==> config.mk <==
export PLATFORM = sky130hd
export DESIGN_NAME = hazard_ctrl_flat
export DESIGN_NICKNAME = d
export VERILOG_FILES = /design/src/rtl/riscv_pipe_pkg.sv /design/src/rtl/hazard_ctrl_if.sv /design/src/rtl/sat_counter.sv /design/src/rtl/hazard_ctrl.sv /design/src/flat_wrapper.sv
export SDC_FILE = /design/constraint.sdc
export NUM_CORES = 1
export LEC_CHECK = 0
export ABC_AREA = 1
export CORE_MARGIN = 5
export CORE_UTILIZATION = 30
export CTS_CLUSTER_DIAMETER = 150
export CTS_CLUSTER_SIZE = 28
export DETAILED_ROUTE_END_ITERATION = 12
export REMOVE_ABC_BUFFERS = 1
export SLEW_MARGIN = 25
export SYNTH_ARGS = -nofsm -noshare
export SYNTH_HDL_FRONTEND = slang
export SYNTH_HIERARCHICAL = 1
export SYNTH_SLANG_ARGS = --single-unit
==> constraint.sdc <==
create_clock -name clk -period 2.9 [get_ports clk]
set_clock_uncertainty 0.05 [all_clocks]
set_input_delay 0.29 -clock clk [delete_from_list [all_inputs] [get_ports clk]]
set_output_delay 0.29 -clock clk [all_outputs]
set_load 0.02 [all_outputs]
==> src/rtl/riscv_pipe_pkg.sv <==
// Shared types and constants for the pipeline hazard controller.
package riscv_pipe_pkg;

  localparam int unsigned CNT_W_DEF = 32;
  localparam logic [4:0]  REG_X0    = 5'd0;

  typedef enum logic [1:0] {
    ST_RUN      = 2'd0,
    ST_FLUSH    = 2'd1,
    ST_MEM_WAIT = 2'd2
  } hz_state_t;

endpackage

==> src/rtl/hazard_ctrl_if.sv <==
// Pipeline <-> hazard controller signal bundle.
interface hazard_ctrl_if;

  logic [4:0] id_rs1;
  logic [4:0] id_rs2;
  logic       id_use_rs1;
  logic       id_use_rs2;
  logic       ex_memRead;
  logic [4:0] ex_rd;
  logic       ex_branch_taken;
  logic       mem_busy;
  logic       qed_vld_if_id;

  logic       pc_write;
  logic       if_id_write;
  logic       if_id_flush;
  logic       id_ex_write;
  logic       id_ex_bubble;
  logic       qed_vld_id;

  // Pipeline side: reports hazard sources, consumes control enables.
  modport master (
    output id_rs1, id_rs2, id_use_rs1, id_use_rs2, ex_memRead, ex_rd,
           ex_branch_taken, mem_busy, qed_vld_if_id,
    input  pc_write, if_id_write, if_id_flush, id_ex_write, id_ex_bubble,
           qed_vld_id
  );

  // Controller side.
  modport slave (
    input  id_rs1, id_rs2, id_use_rs1, id_use_rs2, ex_memRead, ex_rd,
           ex_branch_taken, mem_busy, qed_vld_if_id,
    output pc_write, if_id_write, if_id_flush, id_ex_write, id_ex_bubble,
           qed_vld_id
  );

endinterface

==> src/rtl/sat_counter.sv <==
// Saturating up-counter with synchronous clear.
module sat_counter #(
  parameter int unsigned W = 8
) (
  input  logic         clk,
  input  logic         reset,
  input  logic         inc,
  input  logic         clr,
  output logic [W-1:0] cnt
);

  // Clear wins over increment; stop at all-ones.
  always_ff @(posedge clk) begin
    if (reset) begin
      cnt <= '0;
    end else if (clr) begin
      cnt <= '0;
    end else if (inc && (cnt != '1)) begin
      cnt <= cnt + W'(1);
    end
  end

endmodule

==> src/rtl/hazard_ctrl.sv <==
// Load-use / branch-flush / memory-stall controller for the 5-stage core.
module hazard_ctrl
  import riscv_pipe_pkg::*;
#(
  parameter int unsigned FLUSH_CYCLES = 2,
  parameter int unsigned MEM_TIMEOUT  = 255,
  parameter int unsigned CNT_W        = CNT_W_DEF
) (
  input  logic             clk,
  input  logic             reset,
  hazard_ctrl_if.slave     bus,
  output logic [CNT_W-1:0] stall_cnt,
  output logic [CNT_W-1:0] flush_cnt,
  output logic             mem_timeout,
  output logic [1:0]       state_o
);

  localparam int unsigned FC_W = (FLUSH_CYCLES < 2) ? 1 : $clog2(FLUSH_CYCLES + 1);
  localparam int unsigned TO_W = (MEM_TIMEOUT < 2) ? 1 : $clog2(MEM_TIMEOUT + 1);

  hz_state_t       state_q, state_d;
  logic [FC_W-1:0] fc_q, fc_d;
  logic [TO_W-1:0] to_cnt;

  logic lu;
  logic pc_write, if_id_write, if_id_flush, id_ex_write, id_ex_bubble;
  logic flush_inc, stall_inc, to_inc, to_clr;

  // State and flush-length register.
  always_ff @(posedge clk) begin
    if (reset) begin
      state_q <= ST_RUN;
      fc_q    <= '0;
    end else begin
      state_q <= state_d;
      fc_q    <= fc_d;
    end
  end

  // Next state and Mealy control outputs; reset forces every control low.
  always_comb begin
    state_d      = state_q;
    fc_d         = fc_q;
    pc_write     = 1'b0;
    if_id_write  = 1'b0;
    if_id_flush  = 1'b0;
    id_ex_write  = 1'b0;
    id_ex_bubble = 1'b0;
    flush_inc    = 1'b0;
    to_clr       = 1'b0;

    lu = bus.ex_memRead && (bus.ex_rd != REG_X0) &&
         ((bus.id_use_rs1 && (bus.id_rs1 == bus.ex_rd)) ||
          (bus.id_use_rs2 && (bus.id_rs2 == bus.ex_rd)));

    if (!reset) begin
      case (state_q)
        ST_RUN: begin
          if (bus.mem_busy) begin
            state_d = ST_MEM_WAIT;
          end else if (bus.ex_branch_taken) begin
            pc_write     = 1'b1;
            if_id_write  = 1'b1;
            if_id_flush  = 1'b1;
            id_ex_write  = 1'b1;
            id_ex_bubble = 1'b1;
            flush_inc    = 1'b1;
            if (FLUSH_CYCLES > 1) begin
              state_d = ST_FLUSH;
              fc_d    = FC_W'(FLUSH_CYCLES - 1);
            end
          end else if (lu) begin
            id_ex_write  = 1'b1;
            id_ex_bubble = 1'b1;
          end else begin
            pc_write    = 1'b1;
            if_id_write = 1'b1;
            id_ex_write = 1'b1;
          end
        end
        ST_FLUSH: begin
          if (!bus.mem_busy) begin
            pc_write     = 1'b1;
            if_id_write  = 1'b1;
            if_id_flush  = 1'b1;
            id_ex_write  = 1'b1;
            id_ex_bubble = 1'b1;
            fc_d         = fc_q - FC_W'(1);
            if (fc_q <= FC_W'(1)) begin
              state_d = ST_RUN;
            end
          end
        end
        ST_MEM_WAIT: begin
          if (!bus.mem_busy) begin
            state_d = ST_RUN;
            to_clr  = 1'b1;
          end
        end
        default: begin
          state_d = ST_RUN;
        end
      endcase
    end
  end

  assign bus.pc_write     = pc_write;
  assign bus.if_id_write  = if_id_write;
  assign bus.if_id_flush  = if_id_flush;
  assign bus.id_ex_write  = id_ex_write;
  assign bus.id_ex_bubble = id_ex_bubble;
  assign bus.qed_vld_id   = bus.qed_vld_if_id && id_ex_write && !id_ex_bubble;
  assign state_o          = state_q;

  assign stall_inc = !reset && !pc_write;
  assign to_inc    = (state_q == ST_MEM_WAIT);

  sat_counter #(.W(CNT_W)) u_stall_cnt (
    .clk   (clk),
    .reset (reset),
    .inc   (stall_inc),
    .clr   (1'b0),
    .cnt   (stall_cnt)
  );

  sat_counter #(.W(CNT_W)) u_flush_cnt (
    .clk   (clk),
    .reset (reset),
    .inc   (flush_inc),
    .clr   (1'b0),
    .cnt   (flush_cnt)
  );

  sat_counter #(.W(TO_W)) u_to_cnt (
    .clk   (clk),
    .reset (reset),
    .inc   (to_inc),
    .clr   (to_clr),
    .cnt   (to_cnt)
  );

  // Sticky timeout flag once a memory wait runs too long.
  always_ff @(posedge clk) begin
    if (reset) begin
      mem_timeout <= 1'b0;
    end else if ((state_q == ST_MEM_WAIT) && (to_cnt >= TO_W'(MEM_TIMEOUT))) begin
      mem_timeout <= 1'b1;
    end
  end

endmodule

==> src/flat_wrapper.sv <==
// flat-port wrapper written by rule: the top's interface ports become plain ports
module hazard_ctrl_flat import riscv_pipe_pkg::*;
#(
  parameter int unsigned FLUSH_CYCLES = 2,
  parameter int unsigned MEM_TIMEOUT  = 255,
  parameter int unsigned CNT_W        = CNT_W_DEF
)
  (clk, reset, stall_cnt, flush_cnt, mem_timeout, state_o, bus_id_rs1, bus_id_rs2, bus_id_use_rs1, bus_id_use_rs2, bus_ex_memRead, bus_ex_rd, bus_ex_branch_taken, bus_mem_busy, bus_qed_vld_if_id, bus_pc_write, bus_if_id_write, bus_if_id_flush, bus_id_ex_write, bus_id_ex_bubble, bus_qed_vld_id);
  hazard_ctrl_if bus_i ();
  input  logic clk;
  input  logic reset;
  output logic [CNT_W-1:0] stall_cnt;
  output logic [CNT_W-1:0] flush_cnt;
  output logic mem_timeout;
  output logic [1:0] state_o;
  input wire logic [$bits(bus_i.id_rs1)-1:0] bus_id_rs1;
  input wire logic [$bits(bus_i.id_rs2)-1:0] bus_id_rs2;
  input wire logic [$bits(bus_i.id_use_rs1)-1:0] bus_id_use_rs1;
  input wire logic [$bits(bus_i.id_use_rs2)-1:0] bus_id_use_rs2;
  input wire logic [$bits(bus_i.ex_memRead)-1:0] bus_ex_memRead;
  input wire logic [$bits(bus_i.ex_rd)-1:0] bus_ex_rd;
  input wire logic [$bits(bus_i.ex_branch_taken)-1:0] bus_ex_branch_taken;
  input wire logic [$bits(bus_i.mem_busy)-1:0] bus_mem_busy;
  input wire logic [$bits(bus_i.qed_vld_if_id)-1:0] bus_qed_vld_if_id;
  output wire logic [$bits(bus_i.pc_write)-1:0] bus_pc_write;
  output wire logic [$bits(bus_i.if_id_write)-1:0] bus_if_id_write;
  output wire logic [$bits(bus_i.if_id_flush)-1:0] bus_if_id_flush;
  output wire logic [$bits(bus_i.id_ex_write)-1:0] bus_id_ex_write;
  output wire logic [$bits(bus_i.id_ex_bubble)-1:0] bus_id_ex_bubble;
  output wire logic [$bits(bus_i.qed_vld_id)-1:0] bus_qed_vld_id;
  assign bus_i.id_rs1 = bus_id_rs1;
  assign bus_i.id_rs2 = bus_id_rs2;
  assign bus_i.id_use_rs1 = bus_id_use_rs1;
  assign bus_i.id_use_rs2 = bus_id_use_rs2;
  assign bus_i.ex_memRead = bus_ex_memRead;
  assign bus_i.ex_rd = bus_ex_rd;
  assign bus_i.ex_branch_taken = bus_ex_branch_taken;
  assign bus_i.mem_busy = bus_mem_busy;
  assign bus_i.qed_vld_if_id = bus_qed_vld_if_id;
  assign bus_pc_write = bus_i.pc_write;
  assign bus_if_id_write = bus_i.if_id_write;
  assign bus_if_id_flush = bus_i.if_id_flush;
  assign bus_id_ex_write = bus_i.id_ex_write;
  assign bus_id_ex_bubble = bus_i.id_ex_bubble;
  assign bus_qed_vld_id = bus_i.qed_vld_id;
  hazard_ctrl #(.FLUSH_CYCLES(FLUSH_CYCLES), .MEM_TIMEOUT(MEM_TIMEOUT), .CNT_W(CNT_W)) u_core (.clk(clk), .reset(reset), .bus(bus_i), .stall_cnt(stall_cnt), .flush_cnt(flush_cnt), .mem_timeout(mem_timeout), .state_o(state_o));
endmodule
==> reports/metrics.cfg, run 1 <==
[synth]
ys_warn_count=6
synth.area.top_cells=dfxtp_1 30%, nand2_1 15%, nor2_1 12%
ys_ff_latch=77
synth_edf_count=0
synthesis.area_per_instance_sq_um=6.300
ys_seq_area_share_pct=29.62
yosysMostFrequentCell=nand2_1
synth_top_area_cell=dfxtp_1
synth.distinct_cells=39
async_flop_share_pct=0
synth_flop_cell=dfxtp_1
synth_top_cell_area_share_pct=29.62
netlist_area_sq_mm=0.005204
synth_cells=826
synth_common_cells=211 x nand2_1, 163 x nor2_1, 77 x dfxtp_1

[hold_path]
hold_path_class=reg2reg

[layout]
finalNonFillerCells=1150
nets=947
n_antenna_cell=0
final_layout_size_suffix_gt1_share_pct=11.03
areaGrowthSynthToFinish_pct=27.89
final_area_sq_mm=0.006655

[grt]
grt_usage_pct=14.94
grt_max_degree=28
first_global_vias=4989
grt_pass1_wl_mm=24.76
antenna_found_initial=0
overflow=0

[timing]
rsz0062_at_grt=false
fmax_mhz=387.5
hold_viol_final=0
setup_tns_ns=0
max-slew-margin-rel_pct=65.27
finalSetupViolations=0
fin_crit_sh_pct=88.98
tightest_slew_ns=0.5190
maxSlewViolCount=0
period_minus_slack_ns=2.580

[worst_setup_path]
crit_fanout=5
critPathArrivalTime_ns=2.24
end_kind=output port
worst-setup-path-type=in2out
r2r_slack_ns=0.75
critPathRequiredTime_ns=2.56
critical_path.startpoint_type=primary input

[clock_network]
numCtsBuffers=9
cts.sinks=77
clk_latency_ns=0.34
cts_setup_buffers=0
clk_pin_slew_ns=0.06
cts_buffer_depth=2
hold_buffers=0
cts_resized=0
cts_tree=yes
root_buffer=clkbuf_16
htreeDepth=3

[die]
io_pins=96
core.rowCount=48
coreArea_sq_mm=0.01718
fp.dieH_microns=141.7
die_w_microns=141.7
start_util_pct=30.30
die_area_sq_mm=0.02008

[power_and_ir_drop]
power.total_mw=2.472
power.density_mw_per_mm2=371.5
total_leakage_power_nw=2.309
vdd_drop_max_v=0.0002288

[route]
wl_mm=14.30
drt-wirelength-per-cell_microns=12.43
drtIter0Drc=405
viasPerCell=4.725
dr.pass1.iters=7
vias=5434
postRouteAntennaNets=0
drc=0

[place]
placed_cells=1134
placed_cell_area_sq_mm=0.006340
dp.final_hpwl_mm=10.86
place_congestion=0.9265
io_buffers=95

[job]
drv_cap=0

[run_status]
status=complete, no violations

[per-layer routing]
metal / part of all wire (%) / track usage (%)
met5: 0 / 0
met4: 1.9 / 6.162
met3: 6.6 / 3.000
met2: 42 / 22.07
met1: 50 / 21.16
[layout make-up]
type / count / area [sq um]
Fill cell: 1871 / 10520
Multi-Input combinational cell: 653 / 3216
Sequential cell: 77 / 1541
Timing Repair Buffer: 101 / 1008
Inverter: 78 / 292.8
Tap cell: 225 / 281.5
Clock buffer: 9 / 225.2
Clock inverter: 7 / 90.09
[path summary, 6_finish.rpt]
check | to | startpoint | depth (start not counted)
min reg2reg | u_core/fc_q[0] | u_core/fc_q[0] | 1
max reg2reg | u_core/u_stall_cnt/cnt[18] | u_core/state_o[1] | 14
max | bus_pc_write | bus_mem_busy | 7
min | u_core/fc_q[0] | u_core/fc_q[0] | 1
[report_power, final]
group / internal (mW) / switching (mW) / total, mW / leakage (nW)
combinational: 0.0810 / 0.109 / 0.190 / 1.54
clock: 0.748 / 0.457 / 1.21 / 0.151
sequential: 1.07 / 0.0107 / 1.08 / 0.621
total: 1.90 / 0.577 / 2.47 / 2.31
[cell families after synthesis]
group	Yosys count	share of synthesized area, %
flip-flops	77	29.62
AO/OA/AOI/OAI	73	7.814
AND/OR/NAND/NOR	570	52.08
buffers and inverters	97	8.776
adder cells (fa/ha/maj)	4	0.9618
XOR/XNOR	4	0.6734
other	1	0.07206
[layout by cell type, fill, tap and decap left out, drive strengths merged, types with 3 or more instances in the layout]
cell type,instances
nand3b,6
buf,6
a21oi,53
inv,78
a31oi,8
nor2,199
and2,4
nor3,13
dfxtp,77
nand3,83
nand2,230
ha,4
o21ai,7
clkdlybuf4s50,95
nand4,32
clkbuf,9
clkinv,3
[worst max-delay path, cell delays in order]
cell             delay, ns
clkdlybuf4s50_1       0.51
nor2_2                0.16
inv_2                 0.07
nor3_2                0.22
nor2_2                0.11
a21oi_1               0.23
clkdlybuf4s50_1       0.65
[registers in the layout (all words and copies together) (netlist names)]
name and cells:
u_core/u_flush_cnt/cnt 32, u_core/u_stall_cnt/cnt 32, u_core/u_to_cnt/cnt 8, u_core/fc_q 2
u_core/state_o 2, u_core/mem_timeout 1
[stage by stage]
stage          setup WS, ns  utilization [%]  hold WS, ns
3_3_place_gp         0.2734            36.91       0.4131
3_5_place_dp         0.2414            36.91       0.4190
2_1_floorplan       -0.3441                -       0.3120
6_report             0.3195            38.75       0.4327
5_1_grt              0.1319            38.75       0.4573
4_1_cts              0.2935            38.75       0.4331
Power figures use the tool's default switching activity.
==> run 2: changes to the inputs <==
- SLEW_MARGIN: 25 -> unset
==> results of run 2 <==
The final DEF is identical to that of run 1; final timing and power are the same.
